### src/rtl/scoreboard_fwd_unit_pkg.sv
// Shared types and constants for the scoreboard/forwarding unit.
package scoreboard_fwd_unit_pkg;

    localparam int unsigned REG_AW_DEF   = 5;
    localparam int unsigned FWD_RF       = 0;
    localparam int unsigned FWD_BYP_BASE = 1;

    typedef logic [REG_AW_DEF-1:0] reg_addr_t;

endpackage

### src/rtl/scoreboard_fwd_unit_fwd_select.sv
// Single-operand bypass priority matcher; the youngest matching stage wins.
module scoreboard_fwd_unit_fwd_select
    import scoreboard_fwd_unit_pkg::*;
#(
    parameter int unsigned NUM_BYP = 2,
    parameter int unsigned REG_AW  = REG_AW_DEF,
    parameter int unsigned SELW    = $clog2(NUM_BYP + 1)
) (
    input  logic [REG_AW-1:0]         rs,
    input  logic [NUM_BYP*REG_AW-1:0] byp_rd,
    input  logic [NUM_BYP-1:0]        byp_we,
    output logic [SELW-1:0]           sel_c
);

    // Scan oldest to youngest so the youngest match is written last.
    always_comb begin
        sel_c = SELW'(FWD_RF);
        if (rs != '0) begin
            for (int j = int'(NUM_BYP) - 1; j >= 0; j--) begin
                if (byp_we[j] && (byp_rd[j*REG_AW +: REG_AW] == rs)) begin
                    sel_c = SELW'(32'(j) + FWD_BYP_BASE);
                end
            end
        end
    end

endmodule

### src/rtl/scoreboard_fwd_unit.sv
// Register scoreboard for long-latency writers plus N-operand/M-stage bypass selection.
// Optional SCOREBOARD_PERF_EN adds stall_cycles and raw_stalls counters.
module scoreboard_fwd_unit
    import scoreboard_fwd_unit_pkg::*;
#(
    parameter int unsigned NUM_SRC = 2,
    parameter int unsigned NUM_BYP = 2,
    parameter int unsigned REG_AW  = REG_AW_DEF,
    parameter int unsigned MAX_OUT = 4,
    parameter int unsigned SELW    = $clog2(NUM_BYP + 1),
    parameter int unsigned CNTW    = $clog2(MAX_OUT + 1)
) (
    input  logic                      clk,
    input  logic                      rst,
    input  logic                      id_valid,
    input  logic [NUM_SRC*REG_AW-1:0] id_rs,
    input  logic [NUM_SRC-1:0]        id_rs_en,
    input  logic [REG_AW-1:0]         id_rd,
    input  logic                      id_regwrite,
    input  logic                      id_long,
    input  logic                      flush,
    input  logic                      wb_done,
    input  logic [REG_AW-1:0]         wb_rd,
    input  logic [NUM_SRC*REG_AW-1:0] ex_rs,
    input  logic [NUM_BYP*REG_AW-1:0] byp_rd,
    input  logic [NUM_BYP-1:0]        byp_we,
    output logic                      stall,
    output logic [NUM_SRC*SELW-1:0]   fwd_sel,
    output logic [CNTW-1:0]           outstanding
`ifdef SCOREBOARD_PERF_EN
    ,
    output logic [31:0]               stall_cycles,
    output logic [31:0]               raw_stalls
`endif
);

    localparam int unsigned NREG = 2 ** REG_AW;

    logic [NREG-1:0] busy_q, busy_d;
    logic [CNTW-1:0] outstanding_q, outstanding_d;
    logic [NREG-1:0] eff_busy;
    logic            raw_hit, waw_hit, cap_hit;
    logic            issue, set_busy, clr_busy;

    // A same-cycle writeback satisfies readers because the register file writes first.
    always_comb begin
        eff_busy = busy_q;
        if (wb_done) begin
            eff_busy[wb_rd] = 1'b0;
        end
    end

    always_comb begin
        raw_hit = 1'b0;
        for (int i = 0; i < int'(NUM_SRC); i++) begin
            if (id_rs_en[i] && eff_busy[id_rs[i*REG_AW +: REG_AW]]) begin
                raw_hit = 1'b1;
            end
        end
        waw_hit  = id_regwrite && eff_busy[id_rd];
        cap_hit  = id_long && id_regwrite && (outstanding_q == CNTW'(MAX_OUT)) && !wb_done;
        stall    = id_valid && !flush && (raw_hit || waw_hit || cap_hit);
        issue    = id_valid && !stall && !flush;
        set_busy = issue && id_regwrite && id_long && (id_rd != '0);
        clr_busy = wb_done && (wb_rd != '0) && busy_q[wb_rd];
    end

    // Set is applied after clear so a same-register set/clear leaves the bit set.
    always_comb begin
        busy_d        = busy_q;
        outstanding_d = outstanding_q;
        if (clr_busy) begin
            busy_d[wb_rd] = 1'b0;
        end
        if (set_busy) begin
            busy_d[id_rd] = 1'b1;
        end
        busy_d[0] = 1'b0;
        case ({set_busy, clr_busy})
            2'b10:   outstanding_d = outstanding_q + CNTW'(1);
            2'b01:   outstanding_d = outstanding_q - CNTW'(1);
            default: outstanding_d = outstanding_q;
        endcase
    end

    always_ff @(posedge clk) begin
        if (rst) begin
            busy_q        <= '0;
            outstanding_q <= '0;
        end else begin
            busy_q        <= busy_d;
            outstanding_q <= outstanding_d;
        end
    end

    assign outstanding = outstanding_q;

    for (genvar i = 0; i < int'(NUM_SRC); i++) begin : g_fwd
        scoreboard_fwd_unit_fwd_select #(
            .NUM_BYP (NUM_BYP),
            .REG_AW  (REG_AW),
            .SELW    (SELW)
        ) u_fwd_select (
            .rs     (ex_rs[i*REG_AW +: REG_AW]),
            .byp_rd (byp_rd),
            .byp_we (byp_we),
            .sel_c  (fwd_sel[i*SELW +: SELW])
        );
    end

`ifdef SCOREBOARD_PERF_EN
    logic [31:0] stall_cycles_q, stall_cycles_d;
    logic [31:0] raw_stalls_q, raw_stalls_d;

    // Saturating event counters.
    always_comb begin
        stall_cycles_d = stall_cycles_q;
        raw_stalls_d   = raw_stalls_q;
        if (stall && (stall_cycles_q != 32'hFFFF_FFFF)) begin
            stall_cycles_d = stall_cycles_q + 32'd1;
        end
        if (stall && raw_hit && (raw_stalls_q != 32'hFFFF_FFFF)) begin
            raw_stalls_d = raw_stalls_q + 32'd1;
        end
    end

    always_ff @(posedge clk) begin
        if (rst) begin
            stall_cycles_q <= '0;
            raw_stalls_q   <= '0;
        end else begin
            stall_cycles_q <= stall_cycles_d;
            raw_stalls_q   <= raw_stalls_d;
        end
    end

    assign stall_cycles = stall_cycles_q;
    assign raw_stalls   = raw_stalls_q;
`endif

endmodule

### config.mk
export PLATFORM = sky130hd
export DESIGN_NAME = scoreboard_fwd_unit
export DESIGN_NICKNAME = d
export VERILOG_FILES = /design/src/rtl/scoreboard_fwd_unit_pkg.sv /design/src/rtl/scoreboard_fwd_unit_fwd_select.sv /design/src/rtl/scoreboard_fwd_unit.sv
export SDC_FILE = /design/constraint.sdc
export NUM_CORES = 1
export LEC_CHECK = 0
export CAP_MARGIN = 20
export CORE_MARGIN = 5
export CORE_UTILIZATION = 50
export CTS_CLUSTER_SIZE = 28
export DETAILED_ROUTE_END_ITERATION = 12
export PLACE_DENSITY = 0.78
export SLEW_MARGIN = 10
export SYNTH_ARGS = -nofsm -noshare
export SYNTH_HDL_FRONTEND = slang
export SYNTH_SLANG_ARGS = --single-unit
### constraint.sdc
create_clock -name clk -period 10.15 [get_ports clk]
set_input_delay 2.03 -clock clk [delete_from_list [all_inputs] [get_ports clk]]
set_output_delay 2.03 -clock clk [all_outputs]
set_load 0.01 [all_outputs]
==> flow_summary.ini <==
[clock_network]
cts_buffer_depth = 2
insertion_delay_ns = 0.30
clk_pin_slew_ns = 0.08
cts_tree = yes
clockRootBuffer = clkbuf_8
cts_hold_buf = 0
clock-sinks = 34
post_cts_resized = 0
post_cts_buffers = 0
cts_buffers = 5
ctsHtreeMaxLevel = 2

[logic_synthesis]
yosysSeqAreaShare_pct = 20.02
netlist_area_mm2 = 0.003400
ys.flop_type = dfxtp_1
synth_common_cells = 34 x dfxtp_1, 30 x o21ai_0, 25 x o22ai_1
yosysMostFrequentCell = dfxtp_1
synth_cells = 410
synth-edff-count = 0
ys_async_sr_fraction_pct = 0
syn_area_per_cell_um2 = 8.291
synth_fp_nets = 463
yosys.area.top_type = dfxtp_1
ys_seq_elements = 34
yosysTopAreaCellShare_pct = 20.02
synth_area_leaders = dfxtp_1 20%, mux4_2 7.9%, mux2i_1 5.0%
yosysWarnings = 0
synth.distinct_cells = 67

[sta]
tightest_slew_ns = 1.049
hold_violations = 0
fin_worst_skew_ns = 0.006198
min_period_ns = 8.060
fin_setup_tns_ns = 0
post-route-period-util_pct = 79.41
rsz0062_at_grt = no
slew_violations = 0
slew_headroom_pct = 29.88
finalSetupViolations = 0
fmax_ghz = 0.1241

[floorplan]
fp.dieW_um = 92.46
die_area_mm2 = 0.008548
fp-row-count = 30
core_region_area_mm2 = 0.006719
ios = 59
dieHeight_um = 92.46
initial_core_util_pct = 50.60

[routing]
remaining_drc_errors = 0
via_per_inst = 7.256
vias = 3824
dr.pass1.iters = 6
wl_per_cell_um = 23.67
routed_wirelength_um = 12470
first_iter_violations = 661
drtAntennaViolNets = 0

[grt]
grt.overflow.total = 0
antenna_found_initial = 0
grt_pass1_vias = 3666
track_usage_pct = 29.30
grt_pass1_wl_um = 19890
grt_max_degree = 35

[setup_path]
slowest_stage = clkdlybuf4s50_1
cp_cell_sequence = clkdlybuf4s50_1 -> nand4b_1 -> o21ai_0 -> o22ai_1 -> a311o_1 -> o211ai_1 -> and4_1 -> a21oi_1 -> clkdlybuf4s50_1
slowest_delay_ns = 1.16
timing.rr.start = busy_q[15]
cp_num_buf_inv = 2
required_ns = 8.12
crit_type = in -> out
crit_family = buffers and inverters
worstPathArrival_ns = 6.03
start_kind = input port
crit_fanout = 25
path_common_cell = clkdlybuf4s50_1
crit_path_end_kind = output port
crit_start = wb_rd[0]

[place]
place_area_mm2 = 0.003965
place_congestion = 1.020
dp_hpwl_um = 9475
portBuffers = 58

[layout]
area_growth_pct = 19.99
n_fill_cell = 611
final_area_mm2 = 0.004079
regArea_um2 = 680.7
layout.nets = 499
drive_above_1_share_pct = 8.949
n_antenna_cell = 0
multi_input_area_mm2 = 0.002540

[power_and_ir_drop]
power.density_mw_per_mm2 = 89.66
ir_worst_vdd_uv = 41.16
power_leakage_nw = 1.309

[worst_hold_path]
worstHoldStart = outstanding[2]
hold_path.class = reg -> reg

[outcome]
status = complete, no violations

[flow_run]
drv_cap = 0
[stage by stage]
stage / util, % / std cells / worst slack (ns) / power, W / hold slack, ns
floorplan: - / 410 / 4.000 / 0.0001943 / 0.4711
global placement: 59.01 / 519 / 2.208 / 0.0002333 / 0.4908
detailed placement: 59.01 / 519 / 2.209 / 0.0002341 / 0.5055
CTS: 60.71 / 527 / 2.187 / 0.0003627 / 0.5173
global route: 60.71 / 527 / 1.787 / 0.0003769 / 0.5613
finish: 60.71 / 527 / 2.090 / 0.0003657 / 0.5206
[power by group]
part	internal, W	switching, W
combinational	0.0000422	0.0000562
clock	0.0000731	0.0000588
sequential	0.000134	0.00000110
[logic make-up (layout without fill, tap and decap cells)]
logic type,Yosys count,in the layout,synth area share (%)
AOI/OAI and AO/OA,135,135,27.53
xor gates and xnor gates,25,25,6.441
adders and majority gates,2,2,0.9569
buffers and inverters,44,81,5.263
DFF,34,34,20.02
muxes,33,33,14.28
and+or+nand+nor,137,137,25.51
[cell type report]
type / instances / area share [%]
clock inverter: 3 / 1.104
clock buffer: 5 / 1.687
tap: 80 / 2.454
timing repair buffer: 60 / 14.60
inverter: 13 / 1.196
multi-input combinational: 332 / 62.27
sequential: 34 / 16.69
[registers in the layout, indices dropped and copies added (netlist names)]
signal	count
busy_q	31
outstanding	3
[layout by cell type (no fill, tap or decap), types with 4 or more instances in the layout]
cell | Yosys | routed
clkdlybuf4s50_1 | 0 | 58
dfxtp_1 | 34 | 34
o21ai_0 | 30 | 30
o22ai_1 | 25 | 25
nand2_1 | 24 | 24
nor2_1 | 22 | 22
mux2i_1 | 17 | 17
xor2_1 | 17 | 17
inv_1 | 13 | 13
nand3_1 | 13 | 13
mux4_2 | 12 | 12
o21ai_1 | 10 | 10
nor3_1 | 10 | 10
nand2b_1 | 10 | 10
xnor2_1 | 8 | 8
a31oi_1 | 8 | 8
o211ai_1 | 8 | 8
a311oi_1 | 8 | 8
nor2b_1 | 7 | 7
a21oi_1 | 6 | 6
a211oi_1 | 6 | 6
nor4_1 | 5 | 5
clkbuf_8 | 0 | 5
nand4b_1 | 4 | 4
mux2_2 | 4 | 4
or4_1 | 4 | 4
or3_1 | 4 | 4
[metal layers]
metal,GRT usage [%],vias to the layer above,wire [um]
li1,-,1684,-
met1,39.16,1780,4920
met2,45.86,302,5589
met3,6.580,58,1493
met4,11.14,0,471
met5,0,-,0
[worst min-delay path, delay by kind of cell, from the launching register on]
kind	cells	cell delay [ns]
DFF	1	0.33
AOI/OAI and AO/OA	2	0.14
[worst paths after layout]
path	to	slack, ns	cells after the start
max	stall	2.09	9
min	outstanding[2]	0.52	2
max reg2reg	outstanding[2]	6.42	13
min reg2reg	outstanding[2]	0.52	2
No activity file was read; power rests on OpenSTA's default activity.
